$ cat config.mk
export PLATFORM = sky130hd
export DESIGN_NAME = ccff_chain_loader
export DESIGN_NICKNAME = d
export VERILOG_FILES = /design/src/rtl/ccff_chain_loader.sv
export SDC_FILE = /design/constraint.sdc
export NUM_CORES = 1
export LEC_CHECK = 0
export ABC_AREA = 1
export BUFFER_PORTS_ARGS = -buffer_cell sky130_fd_sc_hd__buf_2
export CORE_MARGIN = 2
export CORE_UTILIZATION = 35
export CTS_BUF_LIST = sky130_fd_sc_hd__clkbuf_16
export CTS_CLUSTER_SIZE = 28
export DETAILED_ROUTE_END_ITERATION = 7
export GPL_ROUTABILITY_DRIVEN = 1
export SLEW_MARGIN = 30
export SYNTH_ARGS = -nofsm -noshare
export SYNTH_HDL_FRONTEND = slang
export SYNTH_SLANG_ARGS = --single-unit
$ cat constraint.sdc
create_clock -name prog_clk -period 3.4 [get_ports prog_clk]
set_input_delay 0 -clock prog_clk [delete_from_list [all_inputs] [get_ports prog_clk]]
set_output_delay 0 -clock prog_clk [all_outputs]
set_load 0.03 [all_outputs]
$ cat src/rtl/ccff_chain_loader.sv
// Configuration flip-flop chain loader: streams config words LSB first into one tile's ccff chain.
// Optional build macro CCFF_VERIFY_EN prepends a marker and checks it arrives at ccff_tail.
module ccff_chain_loader #(
  parameter int unsigned          CHAIN_LEN = 1024,
  parameter int unsigned          WORD_W    = 32,
  parameter int unsigned          MARKER_W  = 8,
  parameter logic [MARKER_W-1:0]  MARKER    = 8'hA5,
  localparam int unsigned         CNT_W     = $clog2(CHAIN_LEN + MARKER_W + 1)
) (
  input  logic              prog_clk,
  input  logic              prog_reset_n,
  input  logic              start,
  input  logic [WORD_W-1:0] cfg_data,
  input  logic              cfg_valid,
  output logic              cfg_ready,
  output logic              ccff_head,
  output logic              ccff_shift_en,
  input  logic              ccff_tail,
  output logic              busy,
  output logic              done,
  output logic              error,
  output logic [CNT_W-1:0]  bit_count
);

`ifdef CCFF_VERIFY_EN
  localparam int unsigned TOTAL_I = CHAIN_LEN + MARKER_W;
`else
  localparam int unsigned TOTAL_I = CHAIN_LEN;
`endif
  localparam int unsigned REQ_W = $clog2(CHAIN_LEN + 1);
  localparam int unsigned BC_W  = $clog2(WORD_W + 1);
  localparam int unsigned MK_W  = (MARKER_W > 1) ? $clog2(MARKER_W) : 1;
  localparam logic [CNT_W-1:0] TOTAL    = CNT_W'(TOTAL_I);
  localparam logic [CNT_W-1:0] CNT_ONE  = CNT_W'(1);
  localparam logic [BC_W-1:0]  BC_ONE   = BC_W'(1);

  typedef enum logic [2:0] {
    ST_IDLE,
`ifdef CCFF_VERIFY_EN
    ST_MARK,
`endif
    ST_LOAD,
    ST_STALL,
    ST_DONE
  } state_t;

  state_t              state, state_nxt;
  logic [WORD_W-1:0]   buf_q, buf_nxt;
  logic [BC_W-1:0]     bcnt, bcnt_nxt;
  logic [REQ_W-1:0]    req, req_nxt;
  logic [BC_W-1:0]     take;
  logic [CNT_W-1:0]    cnt_nxt;
  logic                head_nxt, shift_nxt, done_nxt, err_nxt;
  logic                consume, accept;

  assign busy    = (state == ST_LOAD) || (state == ST_STALL)
`ifdef CCFF_VERIFY_EN
                   || (state == ST_MARK)
`endif
                   ;
  assign consume   = (state == ST_LOAD) && (bit_count != TOTAL) && (bcnt != '0);
  // Ready early when the last buffered bit leaves this cycle so valid-held streams never bubble.
  assign cfg_ready = busy && (req != '0) && ((bcnt == '0) || ((bcnt == BC_ONE) && consume));
  assign accept    = cfg_valid && cfg_ready;

  always_comb begin
    if (32'(req) >= WORD_W) take = BC_W'(WORD_W);
    else                    take = BC_W'(req);
  end

`ifndef CCFF_VERIFY_EN
  logic unused_cfg;
  assign unused_cfg = ccff_tail ^ (^MARKER);
`endif

  always_comb begin
    state_nxt = state;
    head_nxt  = ccff_head;
    shift_nxt = 1'b0;
    cnt_nxt   = bit_count;
    done_nxt  = done;
    err_nxt   = error;
    buf_nxt   = buf_q;
    bcnt_nxt  = bcnt;
    req_nxt   = req;

    if (consume) begin
      buf_nxt  = buf_q >> 1;
      bcnt_nxt = bcnt - BC_ONE;
    end
    if (accept) begin
      buf_nxt  = cfg_data;
      bcnt_nxt = take;
      req_nxt  = req - REQ_W'(take);
    end

`ifdef CCFF_VERIFY_EN
    // bit_count already counts the bit shifting now, so shift k has bit_count == k+1.
    if (ccff_shift_en && (bit_count > CNT_W'(CHAIN_LEN)) &&
        (ccff_tail != MARKER[MK_W'(bit_count - CNT_W'(CHAIN_LEN + 1))]))
      err_nxt = 1'b1;
`endif

    case (state)
      ST_IDLE, ST_DONE: begin
        if (start) begin
          cnt_nxt  = '0;
          done_nxt = 1'b0;
          err_nxt  = 1'b0;
          req_nxt  = REQ_W'(CHAIN_LEN);
`ifdef CCFF_VERIFY_EN
          state_nxt = ST_MARK;
`else
          state_nxt = ST_LOAD;
`endif
        end
      end
`ifdef CCFF_VERIFY_EN
      ST_MARK: begin
        head_nxt  = MARKER[MK_W'(bit_count)];
        shift_nxt = 1'b1;
        cnt_nxt   = bit_count + CNT_ONE;
        if (bit_count == CNT_W'(MARKER_W - 1)) state_nxt = ST_LOAD;
      end
`endif
      ST_LOAD: begin
        if (bit_count == TOTAL) begin
          done_nxt  = 1'b1;
          state_nxt = ST_DONE;
        end else if (bcnt != '0) begin
          head_nxt  = buf_q[0];
          shift_nxt = 1'b1;
          cnt_nxt   = bit_count + CNT_ONE;
        end else if (!accept) begin
          state_nxt = ST_STALL;
        end
      end
      ST_STALL: begin
        if (accept) state_nxt = ST_LOAD;
      end
      default: state_nxt = ST_IDLE;
    endcase
  end

  always_ff @(posedge prog_clk or negedge prog_reset_n) begin
    if (!prog_reset_n) begin
      state         <= ST_IDLE;
      ccff_head     <= 1'b0;
      ccff_shift_en <= 1'b0;
      bit_count     <= '0;
      done          <= 1'b0;
      error         <= 1'b0;
      buf_q         <= '0;
      bcnt          <= '0;
      req           <= '0;
    end else begin
      state         <= state_nxt;
      ccff_head     <= head_nxt;
      ccff_shift_en <= shift_nxt;
      bit_count     <= cnt_nxt;
      done          <= done_nxt;
      error         <= err_nxt;
      buf_q         <= buf_nxt;
      bcnt          <= bcnt_nxt;
      req           <= req_nxt;
    end
  end

endmodule
* Word level (Yosys, flattened, before mapping)
Cells that the tools add are included.
** Word-level totals
- Bits in registers :: 66
- Input port bits :: 37
- Word-level logic and storage cells :: 69
** Cells by class
- $add $sub $neg :: 3
- $lt $le $gt $ge :: 1
- Eq/ne operators :: 13
- Multiplexer cells :: 24
- Bitwise logic cells :: 1
- Reduce and logical (&&, ||, !) cells :: 19
** Operators with widths (number)
- $mux W11 :: 6
- $mux W32 :: 2
- $pmux W11 S2 :: 1
- $mux W6 :: 3
- $mux W3 :: 5
- $add A11 B1 Y11 const B :: 1
- $eq A11 B11 Y1 const B :: 1
- $ge A11 B6 Y1 const B :: 1
- $ne A11 B11 Y1 const B :: 1
- $reduce_bool A11 Y1 :: 1
- $sub A11 B6 Y11 :: 1
- $pmux W3 S3 :: 1
- $reduce_and A4 Y1 :: 2
- $eq A3 B2 Y1 const B :: 2
- $eq A6 B1 Y1 const B :: 1
- $logic_and A1 B1 Y1 :: 6
- $logic_not A6 Y1 :: 1
- $ne A2 B2 Y1 const B :: 3
- $reduce_and A3 Y1 :: 2
- $reduce_bool A6 Y1 :: 1
- $sub A6 B1 Y6 const B :: 1
- $mux W1 :: 5
- $ne A2 B1 Y1 const B :: 2
- $reduce_bool A2 Y1 :: 2
- other kinds (8) :: 9

* Logic depth before layout (Yosys ltp)
- Word-level depth :: 11
- Depth in mapped cells :: 13
- Depth with buffers taken out :: 13

* Worst setup path after synthesis
No wires, ideal clock.
- Path kind :: register to register
- Start point :: reg bit_count[0]
- End point :: reg buf_q[21]
- Setup time :: 0.120 ns
- Arrival time :: 1.814 ns
- Slack :: 1.467 ns
- Cell stages (with the launch flop) :: 14
- Path buffers :: 1
- Period minus slack after synthesis :: 1.933 ns
- Path through :: dfrtp_1 inv_1 ha_1 nand2_1 nor3_1 nand2_1 nand2_1 nor2_4 inv_4 buf_2 nand2_1 nand3_1 o21ai_0 inv_1
** Between the ends
- Longest elaborated chain between the ends :: 8
- Elaborated cells between the ends (all ways) :: 9
- Classes of those cells :: eq/ne (1); mux (1); reduce/logical (7)
** RTL lines
- start, declared :: RTL line 22 : output logic [CNT_W-1:0] bit_count
- start signal, assigned :: RTL line 160 : bit_count <= cnt_nxt;
- $ne A11 B11 Y1 * :: RTL line 61 : assign consume = (state == ST_LOAD) && (bit_count != TOTAL) && (bcnt != '0);
- $logic_and A1 B1 Y1 * (2 in a row) :: RTL line 61
- $logic_and A1 B1 Y1 :: RTL line 63 : assign cfg_ready = busy && (req != '0) && ((bcnt == '0) || ((bcnt == BC_ONE) && consume));
- $logic_or A1 B1 Y1 :: RTL line 63
- $logic_and A1 B1 Y1 :: RTL line 63
- $logic_and A1 B1 Y1 :: RTL line 64 : assign accept = cfg_valid && cfg_ready;
- $mux W32 / $reduce_bool A2 Y1 (equally long branches)
- end signal, assigned :: RTL line 163 : buf_q <= buf_nxt;
- end, declared :: RTL line 48 : logic [WORD_W-1:0] buf_q, buf_nxt;
Every way passes the cells marked *; elsewhere a longest branch is shown, timed or not.
A chain may end at the register's enable or synchronous reset.

* Final worst setup path
- Start point :: reg req[8]
- End point :: reg buf_q[25]
** Between the ends
- Longest elaborated chain between the ends :: 5
- Elaborated cells between the ends (all ways) :: 6
- Classes of those cells :: mux (1); reduce/logical (5)
** RTL lines
- start, declared :: RTL line 50 : logic [REQ_W-1:0] req, req_nxt;
- start signal, assigned :: RTL line 165 : req <= req_nxt;
- $reduce_bool A11 Y1 * :: RTL line 63
- $logic_and A1 B1 Y1 * (2 in a row) :: RTL line 63
- $logic_and A1 B1 Y1 * :: RTL line 64
- $mux W32 / $reduce_bool A2 Y1 (equally long branches)
Marked as above.

==> results_dict.tcl <==
set metrics [dict create \
    tightest_slew_ns 0.714 \
    synth.avg_cell_area_sq_um 7.43 \
    dieArea_sq_um 11200 \
    core_sq_um 10200 \
    yosysUniqueCellTypes 33 \
    viasPerCell 4.64 \
    cts_root_buffer "clkbuf_16" \
    drive_above_1_share_pct 14.0 \
    grt_pass1_vias 3333 \
    place_congestion 0.820 \
    crit_fanout 40 \
    yosys.area.top_type "dfrtp_1" \
    criticalPathCategory "reg2reg" \
    endpoint_kind "register" \
    final.setup.tns_ns 0 \
    std_cell_rows 37 \
    numCtsBuffers 9 \
    antenna_found_initial 0 \
    grt_pass1_wl_mm 15.0 \
    yosys_warnings 0 \
    port_buffers 51 \
    clock_skew_ns 0.00859 \
    ios 54 \
    power.density_nw_per_um2 730 \
    final_net_count 617 \
    finalMaxSlewViolations 0 \
    synthAdderAreaFrac_pct 2.75 \
    clk_latency_ns 0.33 \
    yosys-top-cells-area "dfrtp_1, nand2_1, inv_1" \
    num_antenna_cells 0 \
    synthSimpleGateAreaFrac_pct 29.3 \
    cp.required_ns 3.61 \
    ys_seq_area_share_pct 44.7 \
    yosysTopAreaCellShare_pct 44.7 \
    rsz0062_at_grt "false" \
    setup_viol 0 \
    post_cts_buffers 0 \
    via_count 3310 \
    hp-class "in2reg" \
    drtIter0Drc 162 \
    grt_max_degree 41 \
    fmax_ghz 0.419 \
    dr.pass1.iters 4 \
    synthXorXnorAreaFrac_pct 2.65 \
    start_util_pct 35.6 \
    fillers 1016 \
    most-common-layout-cells "nand2_1, inv_1, dfrtp_1" \
    ir_drop_mv 0.373 \
    clock-sinks 65 \
    synth_top_family_by_area "simple AND/OR/NAND/NOR gates" \
    wl_per_cell_um 11.5 \
    muxShareOfSynthArea_pct 0 \
    synth-seq-cells 65 \
    p_leak_nw 2.53 \
    whs_ns 0.122 \
    arrival_ns 2.60 \
    synth-compound-area-share_pct 9.63 \
    syn2layout_area_growth_pct 27.4 \
    cts_max_level 3 \
    dp_hpwl_mm 5.31 \
    clockBufferDepth 2 \
    outcome "completed" \
    route.detailed.drc 0 \
    start_kind "register" \
    post-route-period-util_pct 70.2 \
    ant_nets 0 \
    tritoncts "built" \
    finalHoldViolations 0 \
    grt_use_total_pct 16.3 \
    die_w_um 106 \
    totalWireLength_mm 8.21 \
    final_common_cell "nand2_1" \
    cts.reportedPaths.clkPinSlew_ns 0.06 \
    final_util_pct 45.3 \
    max_cap_viol_count 0 \
    fin_crit_ns 2.39 \
    synth_area_sq_um 3640 \
    slew_headroom_pct 52.4 \
    grt_overflow 0 \
    dieHeight_um 106 \
    syn-instance-count 490 \
]
layer usage:
| metal | track usage (%) | part of all wire [%] |
|---|---|---|
| met2 | 27.0 | 47 |
| met5 | 0 | 0 |
| met3 | 3.62 | 3.7 |
| met1 | 21.6 | 48 |
| met4 | 4.42 | 1.1 |
cells by family after synthesis:
kind of cell,after synthesis
buffers and inverters,90
and+or+nand+nor,247
DFF,65
adders and majority gates,8
other,2
AOI/OAI and AO/OA,67
xor gates and xnor gates,11
registers in the layout, summed over array words and instances (netlist names):
| register | cells |
|---|---|
| bcnt | 6 |
| bit_count | 11 |
| buf_q | 32 |
| ccff_head | 1 |
| ccff_shift_en | 1 |
| done | 1 |
| req | 11 |
| state | 2 |
area by class of cell:
type | count | area, sq um | area share, %
sequential | 65 | 1630 | 35.1
multi-input combinational | 336 | 1630 | 35.1
timing repair buffer | 89 | 626 | 13.5
inverter | 71 | 269 | 5.80
clock buffer | 9 | 225 | 4.86
tap | 136 | 170 | 3.67
clock inverter | 7 | 95.1 | 2.05
through the flow:
| stage | total power [mW] | area (sq um) | setup WS, ns | std cells |
|---|---|---|---|---|
| CTS | 3.42 | 4640 | 1.07 | 713 |
| finish | 3.39 | 4640 | 1.01 | 713 |
| global placement | 2.36 | 3980 | 1.12 | 663 |
| detailed placement | 2.38 | 3980 | 1.08 | 663 |
| floorplan | 2.11 | 3640 | 1.47 | 491 |
| global route | 3.69 | 4640 | 0.708 | 713 |
path summary, 6_finish.rpt:
check | from | to | slack, ns | cells after the start
max | req[8] | buf_q[25] | 1.01 | 9
min | cfg_valid | state[1] | 0.12 | 4
max reg2reg | req[8] | buf_q[25] | 1.01 | 9
min reg2reg | ccff_head | ccff_head | 0.48 | 2
max in group asynchronous | prog_reset_n | buf_q[4] | 2.21 | 3
min in group asynchronous | prog_reset_n | req[8] | 0.27 | 2
where the power goes:
| group | total (mW) | internal, mW | switching, mW |
|---|---|---|---|
| clock | 0.989 | 0.641 | 0.348 |
| sequential | 1.14 | 1.00 | 0.137 |
| combinational | 1.26 | 0.427 | 0.831 |
synthesized netlist by cell type, drive strengths merged:
| cell type | count |
|---|---|
| nor4 | 1 |
| nor3b | 2 |
| nand4 | 9 |
| a22oi | 1 |
| o211ai | 1 |
| and2 | 1 |
| ha | 8 |
| or2 | 1 |
| xor2 | 9 |
| nand3 | 47 |
| nor3 | 9 |
| conb | 2 |
| buf | 17 |
| a21oi | 13 |
| inv | 71 |
| clkbuf | 2 |
| o21ai | 48 |
| nor2 | 36 |
| o21a | 1 |
| o31ai | 3 |
| nand2 | 141 |
| xnor2 | 2 |
| dfrtp | 65 |
timing repair:
action	4_1_cts	5_1_grt
hold endpoints to repair	64	0
hold buffers	34	0
resized for setup	0	0
worst max-delay path, cell delays in order, from the launching register on:
cell     delay (ns)
dfrtp_1        0.40
nor2_2         0.17
nand3_1        0.35
nor2_1         0.26
nor2_2         0.08
nand3_4        0.37
buf_4          0.35
nand3_1        0.10
o21ai_0        0.11
inv_1          0.07
No activity file was read; power rests on OpenSTA's default activity.
